### config.mk
export PLATFORM = sky130hd
export DESIGN_NAME = zorro2_autoconfig_chain
export DESIGN_NICKNAME = d
export VERILOG_FILES = /design/src/rtl/zorro2_pkg.sv /design/src/rtl/zorro2_nybble_rom.sv /design/src/rtl/zorro2_autoconfig_chain.sv
export SDC_FILE = /design/constraint.sdc
export NUM_CORES = 1
export LEC_CHECK = 0
export ABC_AREA = 1
export BUFFER_PORTS_ARGS = -buffer_cell sky130_fd_sc_hd__buf_2
export CORE_ASPECT_RATIO = 2
export CORE_UTILIZATION = 45
export DETAILED_ROUTE_END_ITERATION = 16
export HOLD_SLACK_MARGIN = 0.02
export PLACE_DENSITY = 0.78
export SKIP_CTS_REPAIR_TIMING = 1
export SLEW_MARGIN = 15
export SYNTH_ARGS = -nofsm -noshare
export SYNTH_HDL_FRONTEND = slang
export SYNTH_SLANG_ARGS = --single-unit
### constraint.sdc
create_clock -name C7M -period 2.6 [get_ports C7M]
set_input_delay 0.39 -clock C7M [delete_from_list [all_inputs] [get_ports C7M]]
set_output_delay 0.39 -clock C7M [all_outputs]
set_load 0.005 [all_outputs]
### src/rtl/zorro2_pkg.sv
// Shared definitions for the Zorro II autoconfig chain: controller states,
// the config page address and the autoconfig register offsets ({A[6:1],0}).
package zorro2_pkg;

    typedef enum logic [1:0] {
        ST_SCAN,
        ST_PRESENT,
        ST_WAIT_AS,
        ST_DONE
    } cfg_state_t;

    localparam logic [7:0] CFG_PAGE = 8'hE8;

    localparam logic [6:0] OFS_TYPE_HI  = 7'h00;
    localparam logic [6:0] OFS_TYPE_LO  = 7'h02;
    localparam logic [6:0] OFS_PROD_HI  = 7'h04;
    localparam logic [6:0] OFS_PROD_LO  = 7'h06;
    localparam logic [6:0] OFS_FLAGS_HI = 7'h08;
    localparam logic [6:0] OFS_FLAGS_LO = 7'h0A;
    localparam logic [6:0] OFS_MANUF_0  = 7'h10;
    localparam logic [6:0] OFS_MANUF_1  = 7'h12;
    localparam logic [6:0] OFS_MANUF_2  = 7'h14;
    localparam logic [6:0] OFS_MANUF_3  = 7'h16;
    localparam logic [6:0] OFS_ROMVEC_0 = 7'h28;
    localparam logic [6:0] OFS_ROMVEC_1 = 7'h2A;
    localparam logic [6:0] OFS_ROMVEC_2 = 7'h2C;
    localparam logic [6:0] OFS_ROMVEC_3 = 7'h2E;
    localparam logic [6:0] OFS_BASE_HI  = 7'h48;
    localparam logic [6:0] OFS_BASE_LO  = 7'h4A;
    localparam logic [6:0] OFS_SHUTUP   = 7'h4C;

endpackage

### src/rtl/zorro2_nybble_rom.sv
// Autoconfig read-back nybble for the board currently presented. Only the
// er_Type nybbles are returned true; everything else is stored inverted on
// the bus, and unmapped offsets read as all ones.
module zorro2_nybble_rom
    import zorro2_pkg::*;
(
    input  logic [7:0]  er_type,
    input  logic [7:0]  er_prod,
    input  logic [7:0]  er_flags,
    input  logic [15:0] manuf,
    input  logic [15:0] romvec,
    input  logic [6:0]  offset,
    output logic [3:0]  nybble
);

    // offset-to-nybble lookup
    always_comb begin
        nybble = 4'hF;
        case (offset)
            OFS_TYPE_HI:  nybble = er_type[7:4];
            OFS_TYPE_LO:  nybble = er_type[3:0];
            OFS_PROD_HI:  nybble = ~er_prod[7:4];
            OFS_PROD_LO:  nybble = ~er_prod[3:0];
            OFS_FLAGS_HI: nybble = ~er_flags[7:4];
            OFS_FLAGS_LO: nybble = ~er_flags[3:0];
            OFS_MANUF_0:  nybble = ~manuf[15:12];
            OFS_MANUF_1:  nybble = ~manuf[11:8];
            OFS_MANUF_2:  nybble = ~manuf[7:4];
            OFS_MANUF_3:  nybble = ~manuf[3:0];
            OFS_ROMVEC_0: nybble = ~romvec[15:12];
            OFS_ROMVEC_1: nybble = ~romvec[11:8];
            OFS_ROMVEC_2: nybble = ~romvec[7:4];
            OFS_ROMVEC_3: nybble = ~romvec[3:0];
            default:      nybble = 4'hF;
        endcase
    end

endmodule

### src/rtl/zorro2_autoconfig_chain.sv
// Presents N_BOARDS Zorro II autoconfig boards one after another on the
// config page, then releases CFGOUT_n to the next slot.
//
// state      | meaning
// SCAN       | step idx past jumpered-off boards, one per clock
// PRESENT    | board idx answers config-page reads/writes
// WAIT_AS    | board just configured/shut up; hold until AS_n releases
// DONE       | chain finished, CFGOUT_n low, no longer answering
module zorro2_autoconfig_chain
    import zorro2_pkg::*;
#(
    parameter int                       N_BOARDS    = 2,
    parameter logic [15:0]              MANUF_ID    = 16'h082C,
    parameter logic [N_BOARDS*8-1:0]    BOARD_TYPE  = {8'hC1, 8'hE0},
    parameter logic [N_BOARDS*8-1:0]    BOARD_PROD  = {8'h02, 8'h01},
    parameter logic [N_BOARDS*8-1:0]    BOARD_FLAGS = {8'h00, 8'h00},
    parameter logic [N_BOARDS*16-1:0]   BOARD_ROMVEC = {16'h4000, 16'h0000}
)
(
    input  logic                    C7M,
    input  logic                    RESET,
    input  logic                    CFGIN_n,
    input  logic                    AS_n,
    input  logic                    DS_n,
    input  logic                    RW_n,
    input  logic [7:0]              A_HIGH,
    input  logic [5:0]              A_LOW,
    input  logic [3:0]              D_IN,
    input  logic [N_BOARDS-1:0]     BOARD_EN,
    output logic [3:0]              D_OUT,
    output logic                    D_OE,
    output logic [N_BOARDS*8-1:0]   BASE,
    output logic [N_BOARDS-1:0]     CONFIGURED,
    output logic [N_BOARDS-1:0]     SHUTUP,
    output logic                    CFGOUT_n
);

    localparam logic [2:0] IDX_END = 3'(N_BOARDS);

    logic [1:0] cfgin_sr, as_sr, ds_sr, rw_sr;
    logic       cfgin_s, as_s, ds_s, rw_s;

    cfg_state_t state_q, state_d;
    logic [2:0] idx_q, idx_d;
    logic [3:0] low_q;
    logic       wr_done_q;
    logic [N_BOARDS*8-1:0] base_q;
    logic [N_BOARDS-1:0]   cfg_q, shut_q;
    logic [3:0] d_out_q;
    logic       d_oe_q, cfgout_n_q;

    logic [6:0]  offset;
    logic        hit, read_hit, write_hit;
    logic        load_low, load_base, set_shut;
    logic        en_sel;
    logic [7:0]  sel_type, sel_prod, sel_flags;
    logic [15:0] sel_romvec;
    logic [3:0]  rom_nybble;

    assign cfgin_s = cfgin_sr[1];
    assign as_s    = as_sr[1];
    assign ds_s    = ds_sr[1];
    assign rw_s    = rw_sr[1];
    assign offset  = {A_LOW, 1'b0};

    // two-flop synchronisers for the asynchronous bus strobes
    always_ff @(posedge C7M) begin
        if (RESET) begin
            cfgin_sr <= 2'b11;
            as_sr    <= 2'b11;
            ds_sr    <= 2'b11;
            rw_sr    <= 2'b11;
        end else begin
            cfgin_sr <= {cfgin_sr[0], CFGIN_n};
            as_sr    <= {as_sr[0], AS_n};
            ds_sr    <= {ds_sr[0], DS_n};
            rw_sr    <= {rw_sr[0], RW_n};
        end
    end

    // select jumper and ID parameters of the board idx points at
    always_comb begin
        en_sel     = 1'b0;
        sel_type   = 8'h00;
        sel_prod   = 8'h00;
        sel_flags  = 8'h00;
        sel_romvec = 16'h0000;
        for (int i = 0; i < N_BOARDS; i++) begin
            if (idx_q == 3'(i)) begin
                en_sel     = BOARD_EN[i];
                sel_type   = BOARD_TYPE[i*8 +: 8];
                sel_prod   = BOARD_PROD[i*8 +: 8];
                sel_flags  = BOARD_FLAGS[i*8 +: 8];
                sel_romvec = BOARD_ROMVEC[i*16 +: 16];
            end
        end
    end

    zorro2_nybble_rom u_rom (
        .er_type  (sel_type),
        .er_prod  (sel_prod),
        .er_flags (sel_flags),
        .manuf    (MANUF_ID),
        .romvec   (sel_romvec),
        .offset   (offset),
        .nybble   (rom_nybble)
    );

    // wr_done_q limits a write to one action per AS cycle even if DS_n stays low
    assign hit       = !as_s && !cfgin_s && (A_HIGH == CFG_PAGE) && (state_q == ST_PRESENT);
    assign read_hit  = hit && rw_s;
    assign write_hit = hit && !rw_s && !ds_s && !wr_done_q;

    // next-state and register-write decode
    always_comb begin
        state_d   = state_q;
        idx_d     = idx_q;
        load_low  = 1'b0;
        load_base = 1'b0;
        set_shut  = 1'b0;
        case (state_q)
            ST_SCAN: begin
                if (idx_q >= IDX_END)
                    state_d = ST_DONE;
                else if (en_sel)
                    state_d = ST_PRESENT;
                else
                    idx_d = idx_q + 3'd1;
            end
            ST_PRESENT: begin
                if (write_hit) begin
                    case (offset)
                        OFS_BASE_LO: load_low = 1'b1;
                        OFS_BASE_HI: begin
                            load_base = 1'b1;
                            idx_d     = idx_q + 3'd1;
                            state_d   = ST_WAIT_AS;
                        end
                        OFS_SHUTUP: begin
                            set_shut = 1'b1;
                            idx_d    = idx_q + 3'd1;
                            state_d  = ST_WAIT_AS;
                        end
                        default: ;
                    endcase
                end
            end
            ST_WAIT_AS: begin
                if (as_s)
                    state_d = ST_SCAN;
            end
            ST_DONE:  state_d = ST_DONE;
            default:  state_d = ST_SCAN;
        endcase
    end

    // FSM state and board index
    always_ff @(posedge C7M) begin
        if (RESET) begin
            state_q <= ST_SCAN;
            idx_q   <= 3'd0;
        end else begin
            state_q <= state_d;
            idx_q   <= idx_d;
        end
    end

    // holding nybble, per-board base/status, and the write-once flag
    always_ff @(posedge C7M) begin
        if (RESET) begin
            low_q     <= 4'h0;
            wr_done_q <= 1'b0;
            base_q    <= '0;
            cfg_q     <= '0;
            shut_q    <= '0;
        end else begin
            if (load_low)
                low_q <= D_IN;
            if (write_hit)
                wr_done_q <= 1'b1;
            else if (as_s)
                wr_done_q <= 1'b0;
            for (int i = 0; i < N_BOARDS; i++) begin
                if (idx_q == 3'(i)) begin
                    if (load_base) begin
                        base_q[i*8 +: 8] <= {D_IN, low_q};
                        cfg_q[i]         <= 1'b1;
                    end
                    if (set_shut)
                        shut_q[i] <= 1'b1;
                end
            end
        end
    end

    // registered bus read data and chain output; CFGOUT_n also needs our own CFGIN_n low
    always_ff @(posedge C7M) begin
        if (RESET) begin
            d_out_q    <= 4'h0;
            d_oe_q     <= 1'b0;
            cfgout_n_q <= 1'b1;
        end else begin
            if (read_hit) begin
                d_oe_q  <= 1'b1;
                d_out_q <= rom_nybble;
            end else if (as_s || state_q == ST_DONE) begin
                d_oe_q  <= 1'b0;
                d_out_q <= 4'h0;
            end
            cfgout_n_q <= !((state_d == ST_DONE) && !cfgin_s);
        end
    end

    assign D_OUT      = d_out_q;
    assign D_OE       = d_oe_q;
    assign BASE       = base_q;
    assign CONFIGURED = cfg_q;
    assign SHUTUP     = shut_q;
    assign CFGOUT_n   = cfgout_n_q;

endmodule

Yosys cells after proc, flatten, opt, wreduce, memory -nomap -nowiden --
Cells that the tools add are included. W data, S select, Z words.
Cells by class: add/subtract/negate cells 1, order comparisons 1, equal/unequal tests 23, multiplexer cells 34, bitwise logic cells 6, reduce and logical (&&, ||, !) cells 27
Operators with widths (number):
- $pmux W4 S11 | 1
- $eq A6 B5 Y1 const B | 4
- $mux W8 | 3
- $not A4 Y4 | 5
- $eq A6 B4 Y1 const B | 3
- $eq A6 B6 Y1 const B | 3
- $mux W1 | 16
- $mux W15 | 1
- $eq A6 B2 Y1 const B | 2
- $mux W3 | 4
- $mux W2 | 5
- $eq A8 B8 Y1 const B | 1
- $logic_and A1 B1 Y1 | 8
- $mux W4 | 2
- $ne A2 B2 Y1 const B | 4
- $pmux W2 S4 | 1
- $reduce_and A2 Y1 | 4
- $logic_not A7 Y1 | 1
- $eq A2 B2 Y1 const B | 3
- $eq A6 B1 Y1 const B | 1
- $logic_not A1 Y1 | 6
- $pmux W3 S2 | 1
- $reduce_bool A2 Y1 | 3
- $reduce_and A5 Y1 | 1
- other kinds (9) | 9
Storage, ports and cells: bits in registers 44, bits of input ports 26, output and inout port bits 26

Longest topological paths before layout --
depth after elaboration 12, mapped depth 11

Modules after synthesis --
From an unflattened synthesis, not the netlist that was laid out.
Unflattened totals: cell total of the unflattened synthesis 459, area total of the unflattened synthesis 2932.8 um^2
By module, submodules not included:
- zorro2_autoconfig_chain | instances 1, cells each 257, area an instance 1945.6 um^2
- zorro2_nybble_rom | instances 1, cells each 202, area an instance 987.2 um^2

Worst setup path after synthesis --
Ideal clock, no wire load.
path kind in2reg, start input A_HIGH[1], end register base_q[0], in the netlist BASE[0], arrival time 1.387 ns, required time 2.487 ns, slack 1.100 ns, cell stages on the path 8, buffers on the path 1, cell sequence or2_1 nor2_2 nand3_4 inv_6 nand3_4 buf_6 o21ai_1 nor2_1
Between the ends: longest elaborated chain between the ends 9
Ends and longest elaborated chain:
- from (decl) | line zorro2_autoconfig_chain.sv:26 | input logic [7:0] A_HIGH,
- $eq A8 B8 Y1 | line zorro2_autoconfig_chain.sv:110 | assign hit = !as_s && !cfgin_s && (A_HIGH == CFG_PAGE) && (state_q == ST_PRESENT);
- $logic_and A1 B1 Y1 (2 in a row) | line zorro2_autoconfig_chain.sv:110
- $logic_and A1 B1 Y1 (3 in a row) | line zorro2_autoconfig_chain.sv:112 | assign write_hit = hit && !rw_s && !ds_s && !wr_done_q;
- $mux W1 | line zorro2_autoconfig_chain.sv:131 | if (write_hit) begin
- $mux W1 | line zorro2_autoconfig_chain.sv:121 | case (state_q)
- $reduce_and A2 Y1 (no line)
- to (signal, indexed assignment) | line zorro2_autoconfig_chain.sv:186 | base_q[i*8 +: 8] <= {D_IN, low_q};
- to (decl) | line zorro2_autoconfig_chain.sv:47 | logic [N_BOARDS*8-1:0] base_q;
No other way between the ends. A chain may end at the register's enable or synchronous reset.

Worst setup path in the final report --
start register idx_q[1], end register idx_q[1]
Between the ends: longest elaborated chain between the ends 5
Ends and longest elaborated chain:
- from (decl) | line zorro2_autoconfig_chain.sv:44 | logic [2:0] idx_q, idx_d;
- from (signal assigned) | line zorro2_autoconfig_chain.sv:164 | idx_q <= idx_d;
- branches (longest 5 deep; another with $add A3 B1 Y3)
Parallel ways; which one is timed is not known. The select of a mux whose other input is x is not followed.

==> flow_summary.toml <==
[cells_and_area]
n_fill_cell = 470
multiInputGateArea_um2 = 998
seq_area_um2 = 881
areaGrowthSynthToFinish_pct = 18.6
fin_area_um2 = 2560
finalNetCount = 394
drive_gt1_share_pct = 23.3
diodes = 0

[floorplan]
start_util_pct = 46.9
rows = 35
dieWidth_um = 51.0
die_h_um = 99.9
ios = 52
design.core.area_um2 = 4600
floorplan.die_area_um2 = 5090

[sta]
layout_min_cycle_time_ns = 1.73
max_slew_margin_pct = 62.8
setup_tns_ns = 0
period_share_pct = 66.4
worst-slew-pin-transition_ns = 0.557
finalSetupViolCount = 0
drv_slew = 0
fmax_mhz = 580
rsz0062_at_grt = "false"
finalHoldViolations = 0
skew_ns = 0.0102

[clock_network]
clkSlewWorstSetupHoldPaths_ns = 0.07
cts-root-buf = "clkbuf_8"
htree_num_levels = 2
clockBufferDepth = 2
cts_buffers = 5
cts_sinks = 44
clk_latency_ns = 0.29
cts_tree = "yes"

[pwr]
power_density_nw_per_um2 = 626
ir_drop_v = 0.000584
p_leak_nw = 1.25

[global_routing]
grt_use_total_pct = 18.9
grt_max_degree = 23
grt_pass1_vias = 1786
antenna_found_initial = 0
grt-ovfl-total = 0
grt_first_pass_wirelength_um = 7250

[drt]
wl_per_cell_um = 10.6
drtPass1Iterations = 4
wl_met1_um = 1680
top_layer_used = "met4"
ant_nets = 0
route.met3.wl_um = 157
drt_iter0_drc = 42
drc_errors = 0
totalWireLength_um = 4460
vias = 1961
dr_wl_met2_um = 2530
vias_per_cell = 4.67

[critical_path]
worstPathCellList = "inv_1 > ha_1 > nand2_1 > inv_1 > nand2_1 > nand3_1 > nand2_1 > nand3_1 > nand2_1 > nand2_1 > nor2_1"
startpoint_type = "register"
cp_common_cell = "nand2_1"
critical_path.slowest_cell = "dfxtp_1"
crit_arrival_ns = 1.95
crit_type = "register to register"
crit_buf_inv = 2
critPathCaptureType = "register"
crit_fanout = 5
required_ns = 2.83
max_stage_delay_ns = 0.37
cp_top_family = "simple AND/OR/NAND/NOR gates"

[logic_synthesis]
synth_top_family_by_area = "simple AND/OR/NAND/NOR gates"
synthSimpleGateAreaFrac_pct = 33.0
synth_top_area_share_pct = 40.8
synth_compound_area_share_pct = 10.5
syn_inst = 311
syn_area_um2 = 2160
synth_top_area_cell = "dfxtp_1"
synth_xor_area_share_pct = 0.406
synthAdderAreaFrac_pct = 2.32
synth-seq-cells = 44
ys_seq_area_share_pct = 40.8
yosysWarnings = 0
synth_area_leaders = "dfxtp_1 41%, nand2_1 12%, inv_1 10%"
avgSynthCellArea_um2 = 6.94
syn_nets = 341
muxShareOfSynthArea_pct = 0
synth.distinct_cells = 29

[placement]
globalplace.congestion = 0.865
placed_area_um2 = 2450
place.detailed.hpwl_um = 3510
numPortBuffers = 51

[run_status]
status = "complete, no violations"

[min_path]
hold_class = "input pin to register"

[job]
drv_cap = 0
-- registers in the layout, summed over array words and instances (netlist names) --
register	flops
BASE	16
CFGOUT_n	1
CONFIGURED	2
D_OE	1
D_OUT	4
SHUTUP	2
as_sr	2
cfgin_sr	2
ds_sr	2
idx_q	3
low_q	4
rw_sr	2
state_q	2
wr_done_q	1
-- stage by stage --
| step | setup WS, ns | total power [mW] | std cells | hold slack (ns) | utilization, % |
|---|---|---|---|---|---|
| 4_1_cts | 0.875 | 1.61 | 420 | 0.273 | 55.7 |
| 3_3_place_gp | 0.855 | 1.09 | 412 | 0.395 | 53.3 |
| 3_5_place_dp | 0.849 | 1.11 | 412 | 0.400 | 53.3 |
| 2_1_floorplan | 1.10 | 1.01 | 311 | 0.389 | - |
| 6_report | 0.875 | 1.60 | 420 | 0.279 | 55.7 |
| 5_1_grt | 0.696 | 1.69 | 420 | 0.267 | 55.7 |
-- power by group --
group	leakage [nW]	switching [mW]	internal [mW]
Sequential	0.357	0.0307	0.706
Clock	0.0552	0.218	0.285
Combinational	0.841	0.246	0.116
Total	1.25	0.494	1.11
-- synthesized netlist by cell type, drive strengths merged --
cell,count
buf,3
xor2,1
o211ai,1
nor2,50
nor4,1
o21ai,24
dfxtp,44
inv,63
nand3,10
nand3b,1
nor3,5
nand4,3
clkbuf,3
ha,4
or2,9
nand2,70
a21oi,19
-- layout make-up --
| cell class | instances | area share [%] |
|---|---|---|
| Multi-Input combinational cell | 198 | 39.0 |
| Sequential cell | 44 | 34.4 |
| Timing Repair Buffer | 52 | 10.3 |
| Inverter | 63 | 9.43 |
| Clock buffer | 6 | 2.83 |
| Tap cell | 55 | 2.69 |
| Clock inverter | 2 | 1.37 |
-- final timing paths --
| check | from | end | slack [ns] | depth (start not counted) |
|---|---|---|---|---|
| worst min-delay path | RW_n | rw_sr[0] | 0.28 | 2 |
| worst max-delay path | idx_q[1] | idx_q[1] | 0.87 | 11 |
| worst min register to register | cfgin_sr[0] | cfgin_sr[1] | 0.42 | 1 |
| worst max register to register | idx_q[1] | idx_q[1] | 0.87 | 11 |
-- layer usage --
| layer | global-route usage (%) | up-vias |
|---|---|---|
| met5 | 0 | - |
| met4 | 8.55 | 0 |
| met3 | 4.39 | 9 |
| met2 | 38.0 | 47 |
| met1 | 16.4 | 851 |
| li1 | - | 1054 |
-- cell families after synthesis --
| logic type | count (synthesis) |
|---|---|
| and+or+nand+nor | 149 |
| AOI/OAI and AO/OA | 44 |
| adders and majority gates | 4 |
| buffers and inverters | 69 |
| DFF | 44 |
| xor gates and xnor gates | 1 |
-- cells in the final DEF, fill, tap and decap left out, types with 3 or more instances in the layout --
master,count
nor2_1,46
clkbuf_8,5
a21oi_1,19
or2_2,8
buf_2,51
nor3_1,3
inv_2,3
nand2_1,67
nand3_1,7
dfxtp_1,44
o21ai_1,15
ha_1,4
inv_1,59
nand4_1,3
nand3_4,3
o21ai_0,8
No activity file was read; power rests on OpenSTA's default activity.
